--- src/rtl/dvi_tmds_encoder.sv ---
// Three-channel DVI TMDS encoder: two-stage pipeline, stage 1 transition-minimises each byte,
// stage 2 DC-balances it against a per-channel running disparity or emits a control token.
module dvi_tmds_encoder #(
    parameter bit SYNC_INV = 1'b0
) (
    input  logic       clk_pix,
    input  logic       rst_pix,
    input  logic       de,
    input  logic       hsync,
    input  logic       vsync,
    input  logic [7:0] r,
    input  logic [7:0] g,
    input  logic [7:0] b,
    output logic [9:0] tmds_ch0,
    output logic [9:0] tmds_ch1,
    output logic [9:0] tmds_ch2
);

    localparam logic [9:0] TokCtl00 = 10'h354;
    localparam logic [9:0] TokCtl01 = 10'h0AB;
    localparam logic [9:0] TokCtl10 = 10'h154;
    localparam logic [9:0] TokCtl11 = 10'h2AB;

    function automatic logic [3:0] popcount8(input logic [7:0] v);
        logic [3:0] n;
        n = 4'd0;
        for (int i = 0; i < 8; i++) begin
            n = n + {3'b000, v[i]};
        end
        return n;
    endfunction

    function automatic logic [8:0] tm_stage(input logic [7:0] d);
        logic [3:0] n1;
        logic       use_xnor;
        logic [8:0] q;
        n1       = popcount8(d);
        use_xnor = (n1 > 4'd4) || ((n1 == 4'd4) && !d[0]);
        q        = 9'd0;
        q[0]     = d[0];
        for (int i = 1; i < 8; i++) begin
            q[i] = use_xnor ? ~(q[i-1] ^ d[i]) : (q[i-1] ^ d[i]);
        end
        q[8] = ~use_xnor;
        return q;
    endfunction

    function automatic logic [9:0] ctl_token(input logic [1:0] c);
        logic [9:0] t;
        unique case (c)
            2'b00:   t = TokCtl00;
            2'b01:   t = TokCtl01;
            2'b10:   t = TokCtl10;
            default: t = TokCtl11;
        endcase
        return t;
    endfunction

    // Index 0 = blue (ch0), 1 = green (ch1), 2 = red (ch2).
    logic [2:0][7:0] pix;
    assign pix = {r, g, b};

    // Stage 1 state
    logic [2:0][8:0] q_m_d, q_m_q;
    logic            de_d, de_q;
    logic [1:0]      ctrl_d, ctrl_q;

    // Stage 2 state
    logic [2:0][9:0] sym_d, sym_q;
    logic [2:0][4:0] cnt_d, cnt_q;

    always_comb begin : stage1_comb
        logic hs;
        logic vs;
        hs     = hsync ^ SYNC_INV;
        vs     = vsync ^ SYNC_INV;
        q_m_d  = '0;
        for (int ch = 0; ch < 3; ch++) begin
            q_m_d[ch] = tm_stage(pix[ch]);
        end
        de_d   = de;
        ctrl_d = {vs, hs};
    end

    // Disparity arithmetic is 5-bit two's complement; diff = N1 - N0 = 2*N1 - 8.
    always_comb begin : stage2_comb
        logic [8:0] qm;
        logic [4:0] cnt;
        logic [3:0] n1;
        logic [4:0] diff;
        logic       cnt_pos;
        logic       cnt_neg;
        qm      = 9'd0;
        cnt     = 5'd0;
        n1      = 4'd0;
        diff    = 5'd0;
        cnt_pos = 1'b0;
        cnt_neg = 1'b0;
        sym_d   = '0;
        cnt_d   = '0;
        for (int ch = 0; ch < 3; ch++) begin
            qm      = q_m_q[ch];
            cnt     = cnt_q[ch];
            n1      = popcount8(qm[7:0]);
            diff    = {n1, 1'b0} - 5'd8;
            cnt_pos = !cnt[4] && (cnt != 5'd0);
            cnt_neg = cnt[4];
            if (!de_q) begin
                sym_d[ch] = (ch == 0) ? ctl_token(ctrl_q) : TokCtl00;
                cnt_d[ch] = 5'd0;
            end else if ((cnt == 5'd0) || (n1 == 4'd4)) begin
                sym_d[ch] = {~qm[8], qm[8], qm[8] ? qm[7:0] : ~qm[7:0]};
                cnt_d[ch] = qm[8] ? (cnt + diff) : (cnt - diff);
            end else if ((cnt_pos && (n1 > 4'd4)) || (cnt_neg && (n1 < 4'd4))) begin
                sym_d[ch] = {1'b1, qm[8], ~qm[7:0]};
                cnt_d[ch] = cnt + {3'b000, qm[8], 1'b0} - diff;
            end else begin
                sym_d[ch] = {1'b0, qm[8], qm[7:0]};
                cnt_d[ch] = cnt + diff - {3'b000, ~qm[8], 1'b0};
            end
        end
    end

    always_ff @(posedge clk_pix) begin
        if (rst_pix) begin
            q_m_q  <= '0;
            de_q   <= 1'b0;
            ctrl_q <= 2'b00;
            sym_q  <= {3{TokCtl00}};
            cnt_q  <= '0;
        end else begin
            q_m_q  <= q_m_d;
            de_q   <= de_d;
            ctrl_q <= ctrl_d;
            sym_q  <= sym_d;
            cnt_q  <= cnt_d;
        end
    end

    assign tmds_ch0 = sym_q[0];
    assign tmds_ch1 = sym_q[1];
    assign tmds_ch2 = sym_q[2];

endmodule

--- config.mk ---
export PLATFORM = sky130hd
export DESIGN_NAME = dvi_tmds_encoder
export DESIGN_NICKNAME = d
export VERILOG_FILES = /design/src/rtl/dvi_tmds_encoder.sv
export SDC_FILE = /design/constraint.sdc
export NUM_CORES = 1
export LEC_CHECK = 0
export BUFFER_PORTS_ARGS = -buffer_cell sky130_fd_sc_hd__buf_4
export CAP_MARGIN = 5
export CORE_UTILIZATION = 50
export CTS_CLUSTER_SIZE = 12
export DETAILED_ROUTE_END_ITERATION = 6
export GPL_ROUTABILITY_DRIVEN = 1
export HOLD_SLACK_MARGIN = 0.03
export PLACE_DENSITY = 0.8
export SLEW_MARGIN = 5
export SYNTH_ARGS = -nofsm -noshare
export SYNTH_HDL_FRONTEND = slang
export SYNTH_SLANG_ARGS = --single-unit
--- constraint.sdc ---
create_clock -name clk_pix -period 4.12 [get_ports clk_pix]
set_clock_uncertainty 0.2 [all_clocks]
set_input_delay 0 -clock clk_pix [delete_from_list [all_inputs] [get_ports clk_pix]]
set_output_delay 0 -clock clk_pix [all_outputs]
set_load 0.02 [all_outputs]
### After elaboration in Yosys (flattened, before gate mapping)

Index checks and enable logic that the tools add are counted.

| cells by class | value |
|---|---|
| $add $sub $neg | 60 |
| order comparisons | 9 |
| equality and inequality tests | 8 |
| mux-type cells | 41 |
| bitwise logic cells | 52 |
| reductions and logical operators | 35 |

Operator list:

| operator | number |
|---|---|
| $add 4x1->4 | 24 |
| $mux 10 | 7 |
| $mux 5 | 9 |
| $pmux 10 s3 | 1 |
| $sub 5x5->5 | 6 |
| $not 1->1 | 28 |
| $add 3x1->4 | 6 |
| $eq 4x3->1 const B | 6 |
| $gt 4x3->1 const B | 6 |
| $mux 8 | 3 |
| $not 8->8 | 3 |
| $mux 1 | 21 |
| $xor 1x1->1 | 21 |
| $add 2x1->3 | 6 |
| $add 5x2->5 | 3 |
| $add 5x5->5 | 3 |
| $logic_not 5->1 | 3 |
| $reduce_bool 5->1 | 3 |
| $sub 5x2->5 | 3 |
| $sub 5x4->5 const B | 3 |
| $add 1x1->2 | 6 |
| $logic_and 1x1->1 | 12 |
| $lt 4x3->1 const B | 3 |
| $logic_or 1x1->1 | 9 |
| other kinds (5) | 10 |

| word-level totals | value |
|---|---|
| register bits | 75 |
| logic and storage cells | 216 |

### Longest topological paths before layout

| depth | value |
|---|---|
| word-level depth | 29 |
| depth in mapped cells | 16 |
| gate-level depth less buffers | 16 |

### Worst setup path before layout

No wires, ideal clock.

| path | value |
|---|---|
| kind | reg2reg |
| start point | register q_m_q[9] (netlist bit) |
| end point | register cnt_q[9] (netlist bit) |
| setup time | 0.092 ns |
| data arrival time | 4.189 ns |
| required time | 3.828 ns |
| setup slack | -0.361 ns |
| cell stages (with the launch flop) | 17 |
| path buffers | 0 |
| period minus slack after synthesis | 4.481 ns |
| cells stage by stage | dfxtp_1 > fa_1 > inv_1 > fa_1 > fa_1 > inv_1 > ha_1 > fa_1 > inv_1 > ha_1 > inv_1 > fa_1 > inv_1 > a221oi_1 > xnor2_1 > a21oi_1 > nor4_1 |

| between the ends | value |
|---|---|
| longest elaborated chain between the ends | 12 |
| elaborated cells between the ends (all ways) | 22 |

RTL lines:

| item | line | text |
|---|---|---|
| start, declared | 64 | `logic [2:0][8:0] q_m_d, q_m_q;` |
| start signal, assigned | 132 | `q_m_q <= q_m_d;` |
| $add 1x1->2 (*) | 28 | `n = n + {3'b000, v[i]};` |
| $add 2x1->3 (*) | 28 |  |
| $add 3x1->4 (*) | 28 |  |
| $add 4x1->4 (*) (4 in a row) | 28 |  |
| $sub 5x4->5 (tied with other cells) | 105 | `diff = {n1, 1'b0} - 5'd8;` |
| $add 5x5->5 or $logic_and 1x1->1 (tied branches) | 113, 119, 114 |  |
| $sub 5x2->5 or $logic_or 1x1->1 (tied branches) | 119, 114 |  |
| $mux 5 | 114 | `end else if ((cnt_pos && (n1 > 4'd4)) \|\| (cnt_neg && (n1 < 4'd4))) begin` |
| $mux 5 (*) | 111 | `end else if ((cnt == 5'd0) \|\| (n1 == 4'd4)) begin` |
| end signal, assigned | 136 | `cnt_q <= cnt_d;` |
| end, declared | 70 | `logic [2:0][4:0] cnt_d, cnt_q;` |

Mark *: on every way between the ends. The rest lies on a longest branch, timed or not.
A chain may end at the register's enable or synchronous reset.

### Final worst setup path

| path | value |
|---|---|
| start point | register q_m_q (netlist bit stage2_comb.qm[0]) |
| end point | register cnt_q (netlist bit stage2_comb.cnt[4]) |

Same word-level chain as after synthesis.

==> run metrics <==
mean routed wirelength per cell 16.90 um; Place WS -0.3550 ns; Tcrit/Tclk final 108.1%; Final nets slightly above 900; Fin. Hold Viols 0; CTS sink cnt 72; Synth Area in Simple Gates 13.36%; CTS clock-pin slew for the worst setup and hold paths approximately 0.060 ns; Via Count 4944; Reg area 1445 um2; status finished with violations; RSZ-0062 raised after global routing true; hold_sp r[3]; largest family of logic cells by synthesized area adder cells; number of routed nets with antenna violations 0; residual DRC count 0; max-slew violation count 0; Post-synth EDFFs 0; CTS Buffer Depth 2; Die Ht 109.0 um; final core utilization around three quarters; GPL Wtd Cong roughly 0.88; Fmax achieved 224.6 MHz; Rows 38; Hold Crit Class in -> reg; CP max FO 3; sequential share of the synthesized area between 20% and 30%; area of the multi-input gates 4469 um2; Vias/cell roughly 5.3; xor/xnor cell area share of the yosys netlist approximately 14%; core box area about 11000 um2; fill cell count around 640; Req. time, crit path approximately 4.2 ns; fin crit period ~4.5 ns; share of post-route cells with drive strength above 1 34.82%; Area contributors post-synth dfxtp_1 25%, fa_1 14%, ha_1 13%; Least-Margin Pin Slew approximately 0.83 ns; DRT iter0 DRCs 275; area of the mapped netlist ~5700 um2; Syn. warnings 0; most numerous cell in the Yosys netlist inv_1; maxcap violations 0; DP HPWL 9904 um; GRT overflow 0; mux share of post-synthesis cell area between 1 and 1.5%; Root Driver clkbuf_16; Synth top area share around 25%; final setup margin -0.3321 ns; Cell Count, Final, Fillers Out between 900 and 1000; Num CTS Buffers 9; GRT Total Usage about a quarter; Rel. slew slack between 40% and 50%; Crit path arrival time 4.48 ns; CP Launch Type flip-flop; die area 11880 um2; start point of the critical path stage2_comb.qm[0]$_SDFF_PP0_; ys flop type dfxtp_1; Antenna Cells 0; syn_nets 750; Ports a little under 60; H-tree depth 3; Crit. End Element flip-flop; CTS tree yes; worst hold slack between 0.06 and 0.07 ns; Die Span X about 110 um; async set or reset register ratio after synthesis 0%; post-synth top area cell dfxtp_1; count of final setup violators 39; insertion delay to the later sink of the worst-skew pair around 0.35 ns; flops & latches, synth 72; initial core utilization 52.11%; Synth Area in Adders approximately 27%; Area Growth Syn to Fin 43.24%; crit path kind reg -> reg; DR pass1 iterations 5; Mapped Cells 621; Post-Route WL approximately 16000 um; synth cell count leaders 100 x inv_1, 72 x dfxtp_1, 61 x ha_1; Avg Cell Area, Syn 9.216 um2; initial antenna violation count 0; number of global-route vias before repair between 5000 and 6000; Synth Area in Compound Gates between 10% and 20%; Synth cell types between 50 and 60; largest net degree at the start of global routing 37; # port buffers 58; failing checks setup timing; worst reg2reg path startpoint stage2_comb.qm[0]$_SDFF_PP0_; first-pass GRT wire length approximately 24000 um; Placed Instances between 800 and 900
[cells by family (layout without fill, tap and decap cells)]
logic type               count (synthesis)  in the layout
AO/OA/AOI/OAI                           91             92
adder cells (fa/ha/maj)                100            100
multiplexers                             8              8
AND/OR/NAND/NOR                        149            149
XOR/XNOR                                79             79
flip-flops                              72             72
buffers and inverters                  122            287
[stage by stage]
step           area, um2  TNS (ns)
2_1_floorplan       5838   -0.2924
3_3_place_gp        6777    -2.110
3_5_place_dp        6777    -5.148
4_1_cts             7806    -4.458
5_1_grt             8198    -9.531
6_report            8198    -5.257
[routing by layer]
layer  track usage (%)  up-vias  share of wire [%]
met1             28.82     2416                 40
li1                  -     2327                  -
met3             4.961       37                4.3
met4             12.07        0                2.7
met5                 0        -                  0
met2             48.34      164                 53
[placed cells by master (no fill, tap or decap), drive strengths merged, types with 6 or more instances in the layout]
cell and n:
mux2i 8, nand2 23, o21ai 14, a21boi 7, dlygate4sd3 36, xor2 22
o22ai 6, dfxtp 72, nand3 8, fa 39, ha 61, nor2b 11
clkbuf 13, nor2 48, nand2b 6, xnor2 52, inv 103, a21oi 33
buf 131, nor3b 9, nor3 25
[cell type report]
cell class              instances  share of cell area (%)
clock buffers                  12                   3.129
clock inverters                 4                  0.3510
inverters                     103                   4.838
multi-input cells             428                   54.52
flip-flops and latches         72                   17.63
well taps                     140                   2.137
repair buffers                168                   17.40
[sequential cells by signal, indices dropped and copies added, names as in the netlist]
register,count
tmds_ch0,10
cnt_q,8
tmds_ch2,10
stage2_comb.qm,9
stage2_comb.cnt,4
ctrl_q,2
de_q,1
tmds_ch1,10
q_m_q,18
[final timing paths]
path,endpoint,slack [ns],depth (start not counted)
min,stage2_comb.qm[4]$_SDFF_PP0_,0.07,4
max,stage2_comb.cnt[4]$_SDFF_PP0_,-0.33,14
max reg2reg,stage2_comb.cnt[4]$_SDFF_PP0_,-0.33,14
min reg2reg,tmds_ch0[6]$_SDFF_PP1_,0.35,2
[timing repair]
item / CTS / global route
buffers inserted: 10 / 10
setup endpoints to repair: 38 / 41
cloned: 2 / 1
gates resized for setup: 66 / 61
pin swaps: 35 / 41
endpoints found under the hold margin: 32 / 0
hold buffers: 36 / 0
[critical path: stages (launching register included)]
cell and delay (ns):
dfxtp_2 0.33, fa_1 0.55, inv_2 0.04, fa_1 0.48, fa_1 0.51, inv_2 0.04, ha_4 0.15, fa_2 0.59
inv_4 0.06, fa_2 0.55, nand2_1 0.06, nor2_1 0.13, xnor3_1 0.25, nor4_2 0.32, nor3_2 0.08
Power is left out: the tool's default activity adds up to more than one toggle a clock period on the data nets, which glitch-free logic cannot reach.
